===== config.mk =====
export PLATFORM = sky130hd
export DESIGN_NAME = rom_arbiter
export DESIGN_NICKNAME = d
export VERILOG_FILES = /design/src/rtl/rom_arbiter.sv
export SDC_FILE = /design/constraint.sdc
export NUM_CORES = 1
export LEC_CHECK = 0
export CAP_MARGIN = 15
export CORE_AREA = 2 2 49 51
export CTS_CLUSTER_DIAMETER = 200
export DETAILED_ROUTE_END_ITERATION = 6
export DIE_AREA = 0 0 51 53
export PLACE_DENSITY_LB_ADDON = 0.15
export SYNTH_ARGS = -nofsm -noshare
export SYNTH_HDL_FRONTEND = slang
export SYNTH_SLANG_ARGS = --single-unit

===== constraint.sdc =====
create_clock -name clk -period 1.5 [get_ports clk]
set_input_delay 0.15 -clock clk [delete_from_list [all_inputs] [get_ports clk]]
set_output_delay 0.15 -clock clk [all_outputs]
set_load 0.005 [all_outputs]

===== src/rtl/rom_arbiter.sv =====
// Two-requester arbiter serialising access to a shared combinational lookup ROM,
// with registered ROM address and read data. Define ROM_ARB_FIXED_PRIO_EN for fixed priority (req0 wins).
module rom_arbiter #(
  parameter int ADDR_W = 8,
  parameter int DATA_W = 4
) (
  input  logic              clk,
  input  logic              rst,
  input  logic              req0,
  input  logic [ADDR_W-1:0] addr0,
  input  logic              req1,
  input  logic [ADDR_W-1:0] addr1,
  output logic              gnt0,
  output logic              gnt1,
  output logic              rvalid0,
  output logic              rvalid1,
  output logic [DATA_W-1:0] rdata,
  output logic [ADDR_W-1:0] rom_addr,
  input  logic [DATA_W-1:0] rom_data
);

  typedef enum logic [1:0] {
    IDLE   = 2'd0,
    ACCESS = 2'd1,
    DONE   = 2'd2
  } state_t;

  state_t            r_state;
  state_t            w_state_nxt;
  logic              r_owner;
  logic              w_grant;
  logic              w_winner;
  logic [DATA_W-1:0] r_rdata;
  logic [ADDR_W-1:0] r_rom_addr;

`ifndef ROM_ARB_FIXED_PRIO_EN
  logic              r_prio;
`endif

  always_comb begin
    w_state_nxt = r_state;
    w_grant     = 1'b0;
    w_winner    = 1'b0;
    case (r_state)
      IDLE: begin
        if (req0 || req1) begin
          w_grant     = 1'b1;
          w_state_nxt = ACCESS;
          if (req0 && req1) begin
`ifdef ROM_ARB_FIXED_PRIO_EN
            w_winner = 1'b0;
`else
            w_winner = r_prio;
`endif
          end else begin
            w_winner = req1;
          end
        end
      end
      ACCESS:  w_state_nxt = DONE;
      DONE:    w_state_nxt = IDLE;
      default: w_state_nxt = IDLE;
    endcase
  end

  always_ff @(posedge clk) begin
    if (rst) begin
      r_state    <= IDLE;
      r_owner    <= 1'b0;
      r_rdata    <= '0;
      r_rom_addr <= '0;
    end else begin
      r_state <= w_state_nxt;
      if (w_grant) begin
        r_owner    <= w_winner;
        r_rom_addr <= w_winner ? addr1 : addr0;
      end
      // ROM output settles from the address registered at the grant edge
      if (r_state == ACCESS) begin
        r_rdata <= rom_data;
      end
    end
  end

`ifndef ROM_ARB_FIXED_PRIO_EN
  always_ff @(posedge clk) begin
    if (rst) begin
      r_prio <= 1'b0;
    end else if (r_state == DONE) begin
      r_prio <= ~r_owner;
    end
  end
`endif

  // Handshake outputs decode straight from registered state, so they carry no combinational input paths
  assign gnt0     = (r_state != IDLE) && !r_owner;
  assign gnt1     = (r_state != IDLE) &&  r_owner;
  assign rvalid0  = (r_state == DONE) && !r_owner;
  assign rvalid1  = (r_state == DONE) &&  r_owner;
  assign rdata    = r_rdata;
  assign rom_addr = r_rom_addr;

endmodule


Word level (Yosys, flattened, before mapping)
Cells that the tools add are included.
- register bits: 16
- output and inout bits: 16
- eq/ne operators: 3
- mux-type cells: 8
- bitwise operators: 1
- reduce and logical (&&, ||, !) cells: 9
- operators by type and width (cell ; number):
    $mux W8 ; 1
    $logic_and A1 B1 Y1 ; 5
    $mux W1 ; 5
    $pmux W2 S2 ; 1
    $eq A2 B1 Y1 const B ; 1
    $eq A2 B2 Y1 const B ; 1
    $logic_not A2 Y1 ; 1
    $mux W2 ; 1
    $ne A2 B2 Y1 const B ; 1
    $reduce_bool A2 Y1 ; 1
    $logic_not A1 Y1 ; 1
    $logic_or A1 B1 Y1 ; 1
    $not A1 Y1 ; 1

Logic depth before layout (Yosys ltp)
Gate-level depths: netlist (run 1).
- depth in word-level cells: 5
- mapped depth: 5
- gate-level depth less buffers: 3

Worst setup path before layout (run 1)
OpenSTA, ideal clock, no wires.
- path type: flip-flop to flip-flop
- from: register r_state[0]
- to: register r_rom_addr[2] (netlist: rom_addr[2])
- setup time: 134 ps
- arrival: 1103 ps
- setup slack: 263 ps
- cell stages (with the launch flop): 6
- path buffers: 2
- clock period less this slack: 1237 ps
- path through: dfxtp_1 > or2_1 > buf_6 > buf_6 > nor4b_2 > nor4_1
- word-level cells in the longest chain between the ends: 3
- elaborated cells between the ends (all ways): 4
- classes of those cells: 3 x mux; 1 x reduce/logical
- RTL lines (element ; RTL line ; text):
    from (decl) ; 28 ; state_t r_state;
    from (signal assigned) ; 73 ; r_state <= w_state_nxt;
    $logic_not A2 Y1 * ; 44 ; case (r_state)
    $mux W1 ; 44 ;
    $mux W8 ; 76 ; r_rom_addr <= w_winner ? addr1 : addr0;
    to (signal assigned) ; 76 ;
    to (decl) ; 34 ; logic [ADDR_W-1:0] r_rom_addr;
Every way passes the cells marked *; elsewhere a longest branch is shown, timed or not.
A chain may end at the register's enable or synchronous reset.

Final worst setup path (run 1)
- from: register r_state[0]
- to: output port gnt1
- word-level cells in the longest chain between the ends: 2
- RTL lines (element ; RTL line ; text):
    $reduce_bool A2 Y1 ; 97 ; assign gnt1 = (r_state != IDLE) && r_owner;
    $logic_and A1 B1 Y1 ; 97 ;
    to (decl) ; 14 ; output logic gnt1,
No other way between the ends.

==> metrics.json, run 1 <==
{
  "worst_setup_path": {
    "timing.critical_path.depth": 3,
    "start_kind": "flip-flop",
    "critical_path.reg2reg.startpoint": "r_state[0]$_SDFFE_PP0P_",
    "reg2reg_setup_slack_ps": 110,
    "cp_top_family": "simple AND/OR/NAND/NOR gates",
    "ff2ff_path_depth": 4,
    "cp_slowest_cell": "dfxtp_4",
    "reg2reg_to": "rom_addr[2]$_SDFFE_PP0P_",
    "critPathCaptureType": "primary output",
    "worst-setup-path-type": "reg -> out",
    "critPathBufInv": 1,
    "worst_path_arrival_ps": 1270,
    "critical-path-max-stage-delay_ps": 370,
    "crit_chain": "or2_1 -> and2_1 -> dlygate4sd2_1",
    "path_max_fanout": 5,
    "critical_path_required_ps": 1350
  },
  "clock_tree": {
    "clock_insertion_delay_worst_skew_ps": 280,
    "numCtsBuffers": 3,
    "clock_sink_count": 16,
    "cts_root_buffer": "clkbuf_4",
    "cts_setup_buffers": 0,
    "cts_tree": "yes",
    "number_of_buffers_on_the_longest_clock_path": 2,
    "post_cts_clock_slew_at_the_launch_and_capture_registers_of_the_worst_setup_and_hold_paths_ps": 90,
    "cts.htree.levels": 1,
    "holdBufCountCts": 0
  },
  "synthesis": {
    "synth_top_area_frac": 0.3969,
    "syn_area_per_cell_sq_um": 9.494,
    "synth_seq_cells": 16,
    "yosysTopAreaCell": "dfxtp_1",
    "syn-cell-area_sq_um": 807.0,
    "netlist-cell-type-count": 22,
    "ys_seq_area_frac": 0.3969,
    "yosysWarningCount": 0,
    "synth_area_leaders": "dfxtp_1, nor4b_2, a2111oi_0, a21oi_1, nor4_1",
    "synth_nets": 109,
    "synth_cells": 85
  },
  "floorplanning": {
    "design.core.area_sq_mm": 0.002148,
    "initial_core_utilization": 0.3757,
    "core.rowCount": 17,
    "floorplan.io_pins": 40,
    "floorplan.die.height_um": 53,
    "chipWidth_um": 51,
    "dieArea_sq_mm": 0.002703
  },
  "sta": {
    "final_period_minus_worst_setup_slack_ps": 1423,
    "final-hold-violation-count": 0,
    "fin_crit_sh": 0.9488,
    "rsz0062_at_grt": "no",
    "worst_hold_slack_ps": 471.8,
    "timing.clock.skew_ps": 3.991,
    "drv_slew": 0,
    "worstMarginPinSlew_ps": 425.8,
    "achievable-frequency_mhz": 702.6,
    "relSlewSlack": 0.7088,
    "timing.final.setup_violations": 0
  },
  "routing": {
    "finalWirelength_um": 2011,
    "avgViaCountPerCell": 5.188,
    "num_vias": 799,
    "drt_drc_violations_left": 0,
    "route.antenna.remaining_nets": 0,
    "first_iter_violations": 11,
    "drt-pass1-iter-count": 4,
    "post_drt_wl_per_cell_um": 13.06
  },
  "power_and_ir_drop": {
    "power_per_cell_area_mw_per_mm2": 839.6,
    "power.internal_uw": 797.1,
    "power.share.sequential": 0.455,
    "design_power_total_mw": 1.082,
    "switchingPower_uw": 284.9,
    "ir_drop_mv": 0.6219,
    "reported_leakage_power_nw": 0.5137,
    "pwr-share-clk": 0.262,
    "power.share.combinational": 0.283,
    "power_switching_share": 0.2633
  },
  "min_path": {
    "holdCritStartpoint": "rom_data[2]",
    "worstHoldPathCells": 3,
    "holdPathEnd": "rdata[2]$_SDFFE_PP0N_",
    "hp-class": "in -> reg"
  },
  "placement": {
    "placed_cells": 150,
    "finalWeightedCongestion": 0.7431,
    "dp_hpwl_um": 1512,
    "port_buffers": 39
  },
  "finish": {
    "most_common_cell_after_layout_fill_and_taps_aside": "clkdlybuf4s50_1",
    "layout_common_cells": "clkdlybuf4s50_1, dfxtp_1, a21oi_1",
    "final_net_count": 151,
    "finalNonFillerCells": 154,
    "utilization": 0.5999,
    "layout.area.seq_sq_um": 329.1,
    "multiInputGateArea_sq_um": 427.9,
    "num-fill-cells": 195,
    "flow.area_growth_from_synthesis_pct": 59.69,
    "n_antenna_cell": 0,
    "share_of_cells_above_drive_strength_1": 0.1905
  },
  "grt": {
    "number_of_global_route_vias_before_repair": 786,
    "grt_overflow": 0,
    "antenna_found_initial": 0,
    "grt_util_all_layers": 0.1734,
    "wire_length_of_the_first_global_routing_pass_um": 3532,
    "grt_start_max_net_pins": 19
  },
  "run": {
    "maxcap_viol_count": 0
  },
  "status": {
    "run_status": "completed"
  }
}
-- synthesized netlist by cell type (all sizes together) --
cell type,count
mux2i,4
clkbuf,4
and2,1
a21oi,10
nor4b,8
nor3b,1
or2,2
nor2,8
nor3,2
a2111oi,8
nand3b,1
nor4,8
and3,1
nand2b,1
inv,2
o21ai,1
dfxtp,16
buf,6
nor2b,1
-- logic make-up after synthesis --
| group | after synthesis | synth area share |
|---|---|---|
| AO/OA/AOI/OAI | 19 | 0.1550 |
| buffers and inverters | 12 | 0.08062 |
| flip-flops | 16 | 0.3969 |
| multiplexers | 4 | 0.04961 |
| AND/OR/NAND/NOR | 34 | 0.3179 |
-- power by group through the flow --
stage | combinational (mW) | clock, mW | sequential, mW
2_1_floorplan | 0.147 | 0 | 0.497
3_3_place_gp | 0.308 | 0 | 0.499
3_5_place_dp | 0.309 | 0 | 0.500
4_1_cts | 0.310 | 0.292 | 0.493
5_1_grt | 0.339 | 0.324 | 0.499
6_report | 0.306 | 0.284 | 0.492
-- tightest hold or removal path: stages --
cell and delay, ps:
clkdlybuf4s50_1 390, mux2i_1 120, nor2_1 50
-- sequential cells by signal, indices dropped and copies added, names as in the netlist --
name	count
rom_addr	8
rdata	4
r_state	2
r_owner	1
r_prio	1
-- metal layers --
layer	global-route usage	up-vias	wire, um
met5	0	-	0
met4	0.08108	0	16
met3	0.02542	2	109
met2	0.2879	21	956
met1	0.2203	373	928
li1	-	403	-
-- area by class of cell --
class	count	area share
well taps	28	0.02718
multi-input cells	57	0.3320
clock buffers	4	0.02816
repair buffers	47	0.3515
flip-flops and latches	16	0.2553
inverters	2	0.005825
-- worst max-delay path by stage --
| stage | from | endpoint | slack [ps] |
|---|---|---|---|
| global placement | req1 | rom_addr[4]$_SDFFE_PP0P_ | -70 |
| detailed placement | req1 | rom_addr[2]$_SDFFE_PP0P_ | -60 |
| finish | r_state[0]$_SDFFE_PP0P_ | gnt1 | 80 |
| global route | r_state[0]$_SDFFE_PP0P_ | gnt1 | 20 |
| floorplan | r_state[0]$_SDFFE_PP0P_ | rom_addr[2]$_SDFFE_PP0P_ | 260 |
| CTS | r_state[1]$_SDFFE_PP0P_ | rvalid0 | 20 |
-- stage by stage --
step	setup slack [ps]	TNS, ps	cell area, sq um
after floorplan	263.2	0	807.0
after global placement	-70.31	-136.4	1235
after detailed placement	-63.68	-73.58	1235
after CTS	18.55	0	1277
after global routing	19.15	0	1289
final	76.76	0	1289
-- timing repair --
action / in CTS / in global routing
endpoints found under the setup margin: 3 / 2
cloned: 0 / 0
resized for setup: 6 / 5
Note: power is estimated with default switching activity, not from simulation.
==> inputs of run 2 (changes only) <==
- CAP_MARGIN: 15 -> 10
- clock period: 1.5 -> 1.4 ns (I/O delays scaled with it)
==> metrics.json, run 2 (synthesis gave the netlist of run 1 again) <==
{
  "clock_tree": {
    "cts.htree.levels": 1,
    "clock_insertion_delay_worst_skew_ps": 290,
    "cts_root_buffer": "clkbuf_4",
    "clock_sink_count": 16,
    "post_cts_clock_slew_at_the_launch_and_capture_registers_of_the_worst_setup_and_hold_paths_ps": 90,
    "number_of_buffers_on_the_longest_clock_path": 2,
    "cts_tree": "yes",
    "numCtsBuffers": 3
  },
  "sta": {
    "timing.final.setup_violations": 0,
    "final-hold-violation-count": 0,
    "timing.clock.skew_ps": 11.93,
    "achievable-frequency_mhz": 750.7,
    "drv_slew": 0,
    "final_period_minus_worst_setup_slack_ps": 1332,
    "post_route_setup_slack_ps": 67.90,
    "worstMarginPinSlew_ps": 389.2,
    "rsz0062_at_grt": "no",
    "fin_crit_sh": 0.9515,
    "relSlewSlack": 0.7338,
    "worst_hold_slack_ps": 463.1
  },
  "floorplanning": {
    "core.rowCount": 17,
    "floorplan.die.height_um": 53,
    "chipWidth_um": 51,
    "floorplan.io_pins": 40,
    "dieArea_sq_mm": 0.002703,
    "design.core.area_sq_mm": 0.002148,
    "initial_core_utilization": 0.3757
  },
  "routing": {
    "route.antenna.remaining_nets": 0,
    "finalWirelength_um": 2118,
    "highest_layer": "met4",
    "detailroute.wirelength.met3_um": 79,
    "first_iter_violations": 10,
    "post_drt_wl_per_cell_um": 13.58,
    "met2RoutedLength_um": 1019,
    "avgViaCountPerCell": 5.122,
    "num_vias": 799,
    "drt-pass1-iter-count": 4,
    "drt_drc_violations_left": 0,
    "wl_met1_um": 1005
  },
  "worst_setup_path": {
    "path_max_fanout": 3,
    "critical_path_required_ps": 1260,
    "start_kind": "flip-flop",
    "worst-setup-path-type": "reg -> out",
    "cp_slowest_cell": "dfxtp_2",
    "critPathCaptureType": "primary output",
    "critical-path-max-stage-delay_ps": 330,
    "crit_chain": "buf_4 -> inv_1 -> and3_1 -> dlygate4sd2_1",
    "worst_path_arrival_ps": 1190
  },
  "finish": {
    "flow.area_growth_from_synthesis_pct": 60.46,
    "largest_register_ff_count": 8,
    "share_of_cells_above_drive_strength_1": 0.2031,
    "finalNonFillerCells": 156,
    "n_antenna_cell": 0,
    "most_common_cell_after_layout_fill_and_taps_aside": "clkdlybuf4s50_1",
    "num-fill-cells": 207,
    "layout_common_cells": "clkdlybuf4s50_1, dfxtp_1, a21oi_1, buf_4",
    "utilization": 0.6028,
    "final_net_count": 153
  },
  "grt": {
    "grt_util_all_layers": 0.1722,
    "grt_overflow": 0,
    "number_of_global_route_vias_before_repair": 817,
    "wire_length_of_the_first_global_routing_pass_um": 3498,
    "grt_start_max_net_pins": 19,
    "antenna_found_initial": 0
  },
  "placement": {
    "placed_cells": 150,
    "finalWeightedCongestion": 0.7402,
    "port_buffers": 39,
    "detailedPlace.worstSlack_ps": -115.5,
    "dp_hpwl_um": 1526
  },
  "power_and_ir_drop": {
    "reported_leakage_power_nw": 0.4968,
    "design_power_total_mw": 1.177,
    "power_per_cell_area_mw_per_mm2": 909.1,
    "ir_drop_mv": 0.4571
  },
  "run": {
    "maxcap_viol_count": 0
  },
  "min_path": {
    "hp-class": "in -> reg"
  },
  "status": {
    "run_status": "completed"
  }
}
-- run 2: cell types whose count changed in the layout (fill, tap and decap cells not counted) --
cell | before | now
clkdlybuf4s15_1 | 0 | 1
a2111oi_1 | 1 | 3
dfxtp_2 | 1 | 3
dlygate4sd2_1 | 2 | 3
buf_4 | 8 | 10
dfxtp_4 | 2 | 0
dlymetal6s2s_1 | 2 | 0
a2111oi_0 | 7 | 5
-- run 2: cell type report --
class | count | area (sq um) | share of cell area
Inverter | 2 | 7.507 | 0.005797
Clock buffer | 4 | 36.28 | 0.02802
Sequential cell | 16 | 324.1 | 0.2502
Timing Repair Buffer | 49 | 461.7 | 0.3565
Tap cell | 28 | 35.03 | 0.02705
Multi-Input combinational cell | 57 | 430.4 | 0.3324
-- run 2: critical path, delay by kind of cell (launching register included) --
kind	cells	cell delay, ps
flip-flops	1	330
buffers and inverters	3	420
AND/OR/NAND/NOR	1	160
-- run 2: metal layers --
layer | vias up | track usage
li1 | 410 | -
met1 | 368 | 0.2100
met2 | 19 | 0.2922
met3 | 2 | 0.02825
met4 | 0 | 0.08559
met5 | - | 0
-- run 2: through the flow --
| step | TNS [ps] | cell area [sq um] |
|---|---|---|
| after CTS | 0 | 1285 |
| after global placement | -660.5 | 1235 |
| after floorplan | 0 | 807.0 |
| final | 0 | 1295 |
| after global routing | 0 | 1295 |
| after detailed placement | -560.0 | 1235 |
-- run 2: report_power, final --
part	total [mW]	internal (mW)	switching, mW
registers	0.529	0.499	0.0299
logic	0.338	0.203	0.136
clock network	0.310	0.158	0.152
-- run 2: worst paths after layout --
path | end | from | slack [ps] | depth (start not counted)
worst max-delay path | rvalid1 | r_state[0]$_SDFFE_PP0P_ | 70 | 4
worst max register to register | rom_addr[1]$_SDFFE_PP0P_ | r_state[0]$_SDFFE_PP0P_ | 80 | 4
worst min-delay path | rdata[0]$_SDFFE_PP0N_ | rom_data[0] | 460 | 3
worst min register to register | rdata[3]$_SDFFE_PP0N_ | rdata[3]$_SDFFE_PP0N_ | 500 | 2
-- run 2: timing repair --
| action | 4_1_cts | 5_1_grt |
|---|---|---|
| setup endpoints to repair | 4 | 5 |
| setup buffers | 2 | 0 |
| resized for setup | 7 | 5 |
| pin swaps | 0 | 0 |
| hold buffers | 0 | 0 |
